`src/rtl/pc_seq_ctrl.sv`:
```
// Program-counter sequencer for the fetch stage: it handles boot, stalls on instruction memory,
// holds redirects that arrive during a stall, halts, and detects misaligned redirect targets.
module pc_seq_ctrl #(
  parameter logic [31:0] RESET_PC = 32'h0000_3000
) (
  input  logic        clk,
  input  logic        rst,
  input  logic [1:0]  npc_op,
  input  logic        branch,
  input  logic [31:0] id_pc,
  input  logic [31:0] id_instr,
  input  logic [31:0] rs_fwd,
  input  logic        load_use_stall,
  input  logic        halt_req,
  input  logic        imem_ready,
  output logic        imem_req,
  output logic [31:0] pc,
  output logic        ifid_write,
  output logic        ifid_flush,
  output logic        halted,
  output logic        addr_err
);

  typedef enum logic [1:0] {BOOT, FETCH, WAIT, HALT} state_t;

  state_t      state, state_n;
  logic [31:0] pc_n, pend_tgt, pend_tgt_n;
  logic        pending, pending_n, halt_pend, halt_pend_n, addr_err_n;

  logic [31:0] br_target, j_target, target;
  logic        redir_valid, misalign, halt_now;

  assign br_target = id_pc + 32'd4 + {{14{id_instr[15]}}, id_instr[15:0], 2'b00};
  assign j_target  = {id_pc[31:28], id_instr[25:0], 2'b00};

  always_comb begin
    unique case (npc_op)
      2'b01:   target = br_target;
      2'b10:   target = j_target;
      2'b11:   target = rs_fwd;
      default: target = id_pc + 32'd4;
    endcase
  end

  assign redir_valid = ((npc_op == 2'b01 && branch) || npc_op[1]) && !load_use_stall;
  assign misalign    = redir_valid && (target[1:0] != 2'b00);
  assign halt_now    = halt_req && !load_use_stall;

  // NOTE: every output and next-state value gets a default first, so no path infers a latch.
  always_comb begin
    state_n     = state;
    pc_n        = pc;
    pending_n   = pending;
    pend_tgt_n  = pend_tgt;
    halt_pend_n = halt_pend;
    addr_err_n  = addr_err;
    imem_req    = 1'b0;
    ifid_write  = 1'b0;
    ifid_flush  = 1'b1;
    halted      = 1'b0;

    unique case (state)
      BOOT: state_n = FETCH;

      FETCH: begin
        imem_req   = 1'b1;
        ifid_write = 1'b1;
        if (halt_now) begin
          // Halt outranks any redirect; pc stays on the address of the fetch that ended the stream.
          if (imem_ready) state_n = HALT;
          else begin
            state_n     = WAIT;
            halt_pend_n = 1'b1;
          end
        end else if (misalign) begin
          addr_err_n = 1'b1;
          state_n    = HALT;
        end else if (!imem_ready) begin
          state_n = WAIT;
          if (redir_valid) begin
            pending_n  = 1'b1;
            pend_tgt_n = target;
          end
        end else if (load_use_stall) begin
          ifid_write = 1'b0;
          ifid_flush = 1'b0;
        end else if (redir_valid) begin
          pc_n = target;
        end else begin
          pc_n       = pc + 32'd4;
          ifid_flush = 1'b0;
        end
      end

      WAIT: begin
        imem_req   = 1'b1;
        ifid_write = 1'b1;
        if (halt_now || halt_pend) begin
          halt_pend_n = 1'b1;
          if (imem_ready) state_n = HALT;
        end else if (misalign) begin
          addr_err_n = 1'b1;
          state_n    = HALT;
        end else if (!imem_ready) begin
          if (redir_valid) begin
            pending_n  = 1'b1;
            pend_tgt_n = target;
          end
        end else begin
          state_n   = FETCH;
          pending_n = 1'b0;
          // A live redirect is newer than anything held in the pending register.
          if (redir_valid) pc_n = target;
          else begin
            if (pending) pc_n = pend_tgt;
            if (load_use_stall) begin
              ifid_write = 1'b0;
              ifid_flush = 1'b0;
            end else if (!pending) begin
              pc_n       = pc + 32'd4;
              ifid_flush = 1'b0;
            end
          end
        end
      end

      HALT: halted = 1'b1;

      default: state_n = BOOT;
    endcase
  end

  // NOTE: sequential state uses non-blocking assignments so every register samples pre-edge values.
  always_ff @(posedge clk or posedge rst) begin
    if (rst) begin
      state     <= BOOT;
      pc        <= RESET_PC;
      pending   <= 1'b0;
      pend_tgt  <= '0;
      halt_pend <= 1'b0;
      addr_err  <= 1'b0;
    end else begin
      state     <= state_n;
      pc        <= pc_n;
      pending   <= pending_n;
      pend_tgt  <= pend_tgt_n;
      halt_pend <= halt_pend_n;
      addr_err  <= addr_err_n;
    end
  end

endmodule

```
`config.mk`:
```
export PLATFORM = sky130hd
export DESIGN_NAME = pc_seq_ctrl
export DESIGN_NICKNAME = d
export VERILOG_FILES = /design/src/rtl/pc_seq_ctrl.sv
export SDC_FILE = /design/constraint.sdc
export NUM_CORES = 1
export LEC_CHECK = 0
export CELL_PAD_IN_SITES_DETAIL_PLACEMENT = 0
export CELL_PAD_IN_SITES_GLOBAL_PLACEMENT = 1
export CORE_MARGIN = 2
export CORE_UTILIZATION = 43
export DETAILED_ROUTE_END_ITERATION = 8
export DONT_BUFFER_PORTS = 1
export MAX_ROUTING_LAYER = met4
export PLACE_DENSITY_LB_ADDON = 0.1
export SLEW_MARGIN = 10
export SYNTH_ARGS = -nofsm -noshare
export SYNTH_HDL_FRONTEND = slang
export SYNTH_SLANG_ARGS = --single-unit
```
`constraint.sdc`:
```
create_clock -name clk -period 2.8 [get_ports clk]
set_clock_uncertainty 0.2 [all_clocks]
set_input_delay 0.28 -clock clk [delete_from_list [all_inputs] [get_ports clk]]
set_output_delay 0.28 -clock clk [all_outputs]
set_load 0.02 [all_outputs]
```
# Word level (Yosys, flattened, before mapping)
# Index checks and enable logic that the tools add are counted.
# op_classes
n_addsub,3
eq_ne,19
mux,68
reduce_logical,17
# ops
operator,n
$mux W32,17
$pmux W32 S2,2
$pmux W32 S3,1
$add A32 B3 Y32 const B,2
$mux W1,35
$add A32 B32 Y32,1
$ne A2 B2 Y1 const B,10
$mux W2,7
$pmux W1 S2,5
$eq A2 B2 Y1 const B,4
$reduce_and A4 Y1,2
$reduce_and A8 Y1,1
$ne A3 B3 Y1 const B,2
$pmux W2 S3,1
$reduce_and A6 Y1,1
$eq A2 B1 Y1 const B,2
$logic_and A1 B1 Y1,4
$ne A4 B4 Y1 const B,1
$reduce_bool A2 Y1,2
$reduce_and A3 Y1,1
$reduce_bool A3 Y1,1
$logic_not A2 Y1,1
$logic_or A1 B1 Y1,2
$reduce_or A2 Y1,1
$logic_not A1 Y1,1
# word_totals
register_bits,69
inputBits,104
out_inout_bits,37
wordCells,113

# Logic depth before layout (Yosys ltp)
# depth
depth_word,10
ltp_mapped,17
ltp_nobuf,16

# Worst setup path before layout
# OpenSTA, ideal clock, no wires.
# synth_timing
kind,input to register
startpoint,input port id_pc[4]
endpoint,register pc[22]
setup_time_ps,77
t_arrival_ps,3604
t_required_ps,2523
path_slack_ps,-1081
cell_stages,15
path_buffers,1
path_cell_list,and4_1 clkbuf_1 nand3_1 or2_2 xnor2_1 ha_1 a21o_1 a221o_1 a221o_1 a31o_1 a221o_2 xnor2_1 a211o_1 o21ba_1 o21ai_1
# synth_via
elab_chain_cells,9
elab_cells_between_ends,13
cone_classes,2 x add/sub; 11 x mux
# synth_rtl
element,line_no,text
"start, declared",10,"input logic [31:0] id_pc,"
$add A32 B3 Y32 (*),"33, 41",
$add A32 B32 Y32,33,"assign br_target = id_pc + 32'd4 + {{14{id_instr[15]}}, id_instr[15:0], 2'b00};"
$pmux W32 S3 (*),37,unique case (npc_op)
$mux W32,87,end else if (redir_valid) begin
$mux W32,84,end else if (load_use_stall) begin
$mux W32,78,end else if (!imem_ready) begin
$mux W32,75,end else if (misalign) begin
$mux W32,68,if (halt_now) begin
$pmux W32 S2 (*),62,unique case (state)
"end signal, assigned",144,pc <= pc_n;
"end, declared",17,"output logic [31:0] pc,"
# Mark *: on every way between the ends. The rest lies on a longest branch, timed or not. The select of a mux whose other input is x is not followed.
# A chain may end at the register's enable or synchronous reset.

# Worst setup path after layout
# layout_timing
startpoint,input port id_pc[7]
endpoint,register pc[22]
# Same word-level chain as after synthesis.

==> results.sh <==
export IMPL_status="complete, but fails checks"
export IMPL_violations="negative setup slack"
export IMPL_hpwl_um=19000
export IMPL_synth_seq_cells=69
export IMPL_clock_sinks=69
export IMPL_place_gp_congestion=1.01
export IMPL_drt_pass1_iterations=5
export IMPL_maxSlewViolCount=0
export IMPL_tightest_slew_ns=0.812
export IMPL_synth_cell_type_count=73
export IMPL_power_density_mw_per_mm2=655
export IMPL_worst_ep_required_time_ns=2.86
export IMPL_syn_cell_area_mm2=0.00683
export IMPL_crit_path_start_kind="input pin"
export IMPL_drive_gt1_share_pct=35.1
export IMPL_ys_seq_area_share_pct=25.3
export IMPL_antennaDiodeCount=0
export IMPL_hp_class="in2reg"
export IMPL_wire_per_inst_um=20.0
export IMPL_wl_um=25400
export IMPL_cts_made_buffers=9
export IMPL_grt_overflow=0
export IMPL_antenna_found_initial=0
export IMPL_clockRootBuffer="clkbuf_16"
export IMPL_hold_viol_final=0
export IMPL_synth_top_area_share_pct=24.5
export IMPL_timing_fmax_mhz=291
export IMPL_worstSetupEndpointType="flip-flop"
export IMPL_synthTopCellsByArea="dfrtp_1 (25%), ha_1 (7.3%), nand2_1 (5.7%), a21oi_1 (5.0%), xnor2_1 (4.2%)"
export IMPL_grt_pass1_vias=7367
export IMPL_min_period_over_period_pct=123
export IMPL_die_y_um=130
export IMPL_cap_violations=0
export IMPL_min_path_cells=2
export IMPL_drc_errors=0
export IMPL_dieArea_mm2=0.0169
export IMPL_htree_num_levels=3
export IMPL_grt_pass1_wl_um=38700
export IMPL_drtAntennaViolNets=0
export IMPL_grt_use_total_pct=30.0
export IMPL_whs_endpoint="pend_tgt[17]$_DFFE_PP0P_"
export IMPL_cp_max_fo=3
export IMPL_clkTransAtPathRegs_ns=0.06
export IMPL_ys_flop_type="dfrtp_1"
export IMPL_areaGrowthSynthToFinish_pct=42.7
export IMPL_min_from="id_instr[15]"
export IMPL_die_w_um=130
export IMPL_grt_max_degree=40
export IMPL_io_pins=141
export IMPL_fin_nets=1194
export IMPL_initial_core_util_pct=43.5
export IMPL_synthCells=876
export IMPL_synth_enable_flop_cells=0
export IMPL_clockBufferDepth=2
export IMPL_setup_ws_ns=-0.636
export IMPL_worst_setup_path_type="in2reg"
export IMPL_rows=46
export IMPL_synth_nets=1021
export IMPL_irDropWorstVdd_mv=0.317
export IMPL_ff2ff_path_depth=9
export IMPL_leakage_nw=4.20
export IMPL_synth_warnings=0
export IMPL_period_needed_ns=3.44
export IMPL_slew_headroom_pct=45.8
export IMPL_setup_viol=42
export IMPL_rr_endpoint="pc[30]$_DFFE_PP0P_"
export IMPL_power_total_mw=6.39
export IMPL_vias=7702
export IMPL_r2r_slack_ns=0.12
export IMPL_synth_avg_cell_area_um2=7.80
export IMPL_io_buffers=0
export IMPL_coreArea_mm2=0.0157
export IMPL_cts_tree="yes"
export IMPL_synth_async_reset_ratio_pct=100
export IMPL_arrival_ns=3.50
export IMPL_synth_top_area_cell="dfrtp_1"
export IMPL_drt_iter0_markers=586
export IMPL_clkLatencyLatePin_ns=0.33
export IMPL_post_route_util_pct=62.1
export IMPL_rsz0062_at_grt="yes"
export IMPL_via_per_inst=6.06
==> routing by layer <==
metal	vias up	share of wire, %	wire length (µm)	track usage, %
met5	-	0	0	-
met4	0	2.1	533	7.08
met3	41	6.5	1640	5.29
met2	295	48	12100	48.1
met1	3755	44	11200	39.8
li1	3611	-	-	-
==> area by class of cell <==
type | instances | area [µm²]
fill | 1331 | 5960
timing repair buffer | 215 | 1710
clock buffer | 10 | 239
multi-input combinational | 728 | 5640
tap | 216 | 270
inverter | 26 | 97.6
sequential | 69 | 1730
clock inverter | 6 | 62.6
==> cells by family (layout without fill, tap and decap cells) <==
kind of cell / after synthesis / in the layout / synth area share, %
adders and majority gates: 41 / 41 / 7.62
buffers and inverters: 79 / 257 / 4.41
and+or+nand+nor: 305 / 305 / 21.5
DFF: 69 / 69 / 25.3
muxes: 27 / 27 / 5.62
xor gates and xnor gates: 57 / 57 / 7.31
AOI/OAI and AO/OA: 298 / 298 / 28.3
==> per-stage QoR <==
stage	worst slack, ns	area [µm²]	instances	setup TNS, ns	hold WS (ns)
floorplan	-0.882	6960	876	-17.76	0.249
global placement	-1.03	8340	1212	-32.29	0.153
detailed placement	-1.13	8340	1212	-35.04	0.155
CTS	-0.545	9170	1252	-11.85	0.00155
global route	-0.737	9750	1270	-18.40	0.00809
finish	-0.636	9750	1270	-13.70	0.00182
==> sequential cells by signal, indices dropped and copies added, names as in the netlist, named ones only <==
signal     cells
halt_pend      1
pending        1
addr_err       1
state          2
pc            31
pend_tgt      32
==> cells in the mapped netlist, drive strengths merged, types with 3 or more instances <==
master     n
a22oi      5
o21a       7
o31ai      7
buf       11
nand2b    11
mux2      11
a21oi     69
mux4       8
nand3     32
nand4     17
a41oi      3
a222oi     3
mux2i      8
o21bai     6
nand2    103
nor4       6
a211oi     4
a21o      18
a221o      5
o22ai      6
clkbuf    42
o21ai     81
a221oi    14
nor2      54
or2        7
or3        8
inv       26
a211o      5
o22a       4
dfrtp     67
nor3b      3
and3      19
o221ai     4
nor2b      3
and2       7
xor2      24
o2bb2ai    3
o211ai    21
ha        40
a21boi     3
nor3      30
a31oi     15
xnor2     33
==> how the worst max path moves through the flow <==
stage	slack, ns	start	end	cells past startpoint
finish	-0.64	id_pc[7]	pc[22]$_DFFE_PP0P_	14
detailed placement	-1.13	id_pc[8]	pc[28]$_DFFE_PP0P_	17
floorplan	-0.88	id_pc[7]	pc[22]$_DFFE_PP0P_	15
CTS	-0.55	id_pc[7]	pc[22]$_DFFE_PP0P_	14
global route	-0.74	id_pc[7]	pc[22]$_DFFE_PP0P_	14
global placement	-1.03	id_pc[8]	pc[28]$_DFFE_PP0P_	17
==> layout by cell type, fill, tap and decap left out, types with 7 or more instances in the layout <==
cell / instances
nor3_1: 24
xor2_1: 22
buf_4: 192
a31oi_1: 12
ha_1: 32
xnor2_2: 11
nand4_1: 17
o211ai_1: 21
nand2_2: 7
xnor2_1: 19
nand3_1: 23
and3_1: 18
mux4_2: 8
a21oi_2: 18
clkbuf_16: 9
a21o_1: 18
o21ai_2: 8
nand2b_1: 11
mux2i_1: 7
ha_4: 7
a21oi_1: 45
nand2_1: 93
a221oi_1: 12
nor2_1: 51
o21ai_1: 37
dfrtp_1: 67
inv_1: 23
o21ai_0: 34
buf_6: 14
==> worst max-delay path, stage by stage <==
cell and delay, ns:
and4_4 0.25, nand3_4 0.10, or2_4 0.25, xnor2_2 0.15, ha_1 0.32, a21o_1 0.19
a221o_1 0.33, a221o_1 0.30, a31o_1 0.22, a221o_2 0.41, xnor2_1 0.15, a211o_1 0.28
o21ba_1 0.17, o21ai_1 0.10
==> power by group <==
| group | total, mW | internal, mW | switching (mW) |
|---|---|---|---|
| combinational | 3.33 | 1.45 | 1.88 |
| clock | 1.14 | 0.710 | 0.435 |
| sequential | 1.91 | 1.45 | 0.463 |
==> what timing repair did <==
action                     CTS  global route
hold endpoints to repair    43             0
setup endpoints to repair   42            47
gates resized for setup     63            86
buffers inserted            18            21
hold buffers                 6             0
pin swaps                   50            81
(Power assumes the default switching activity.)
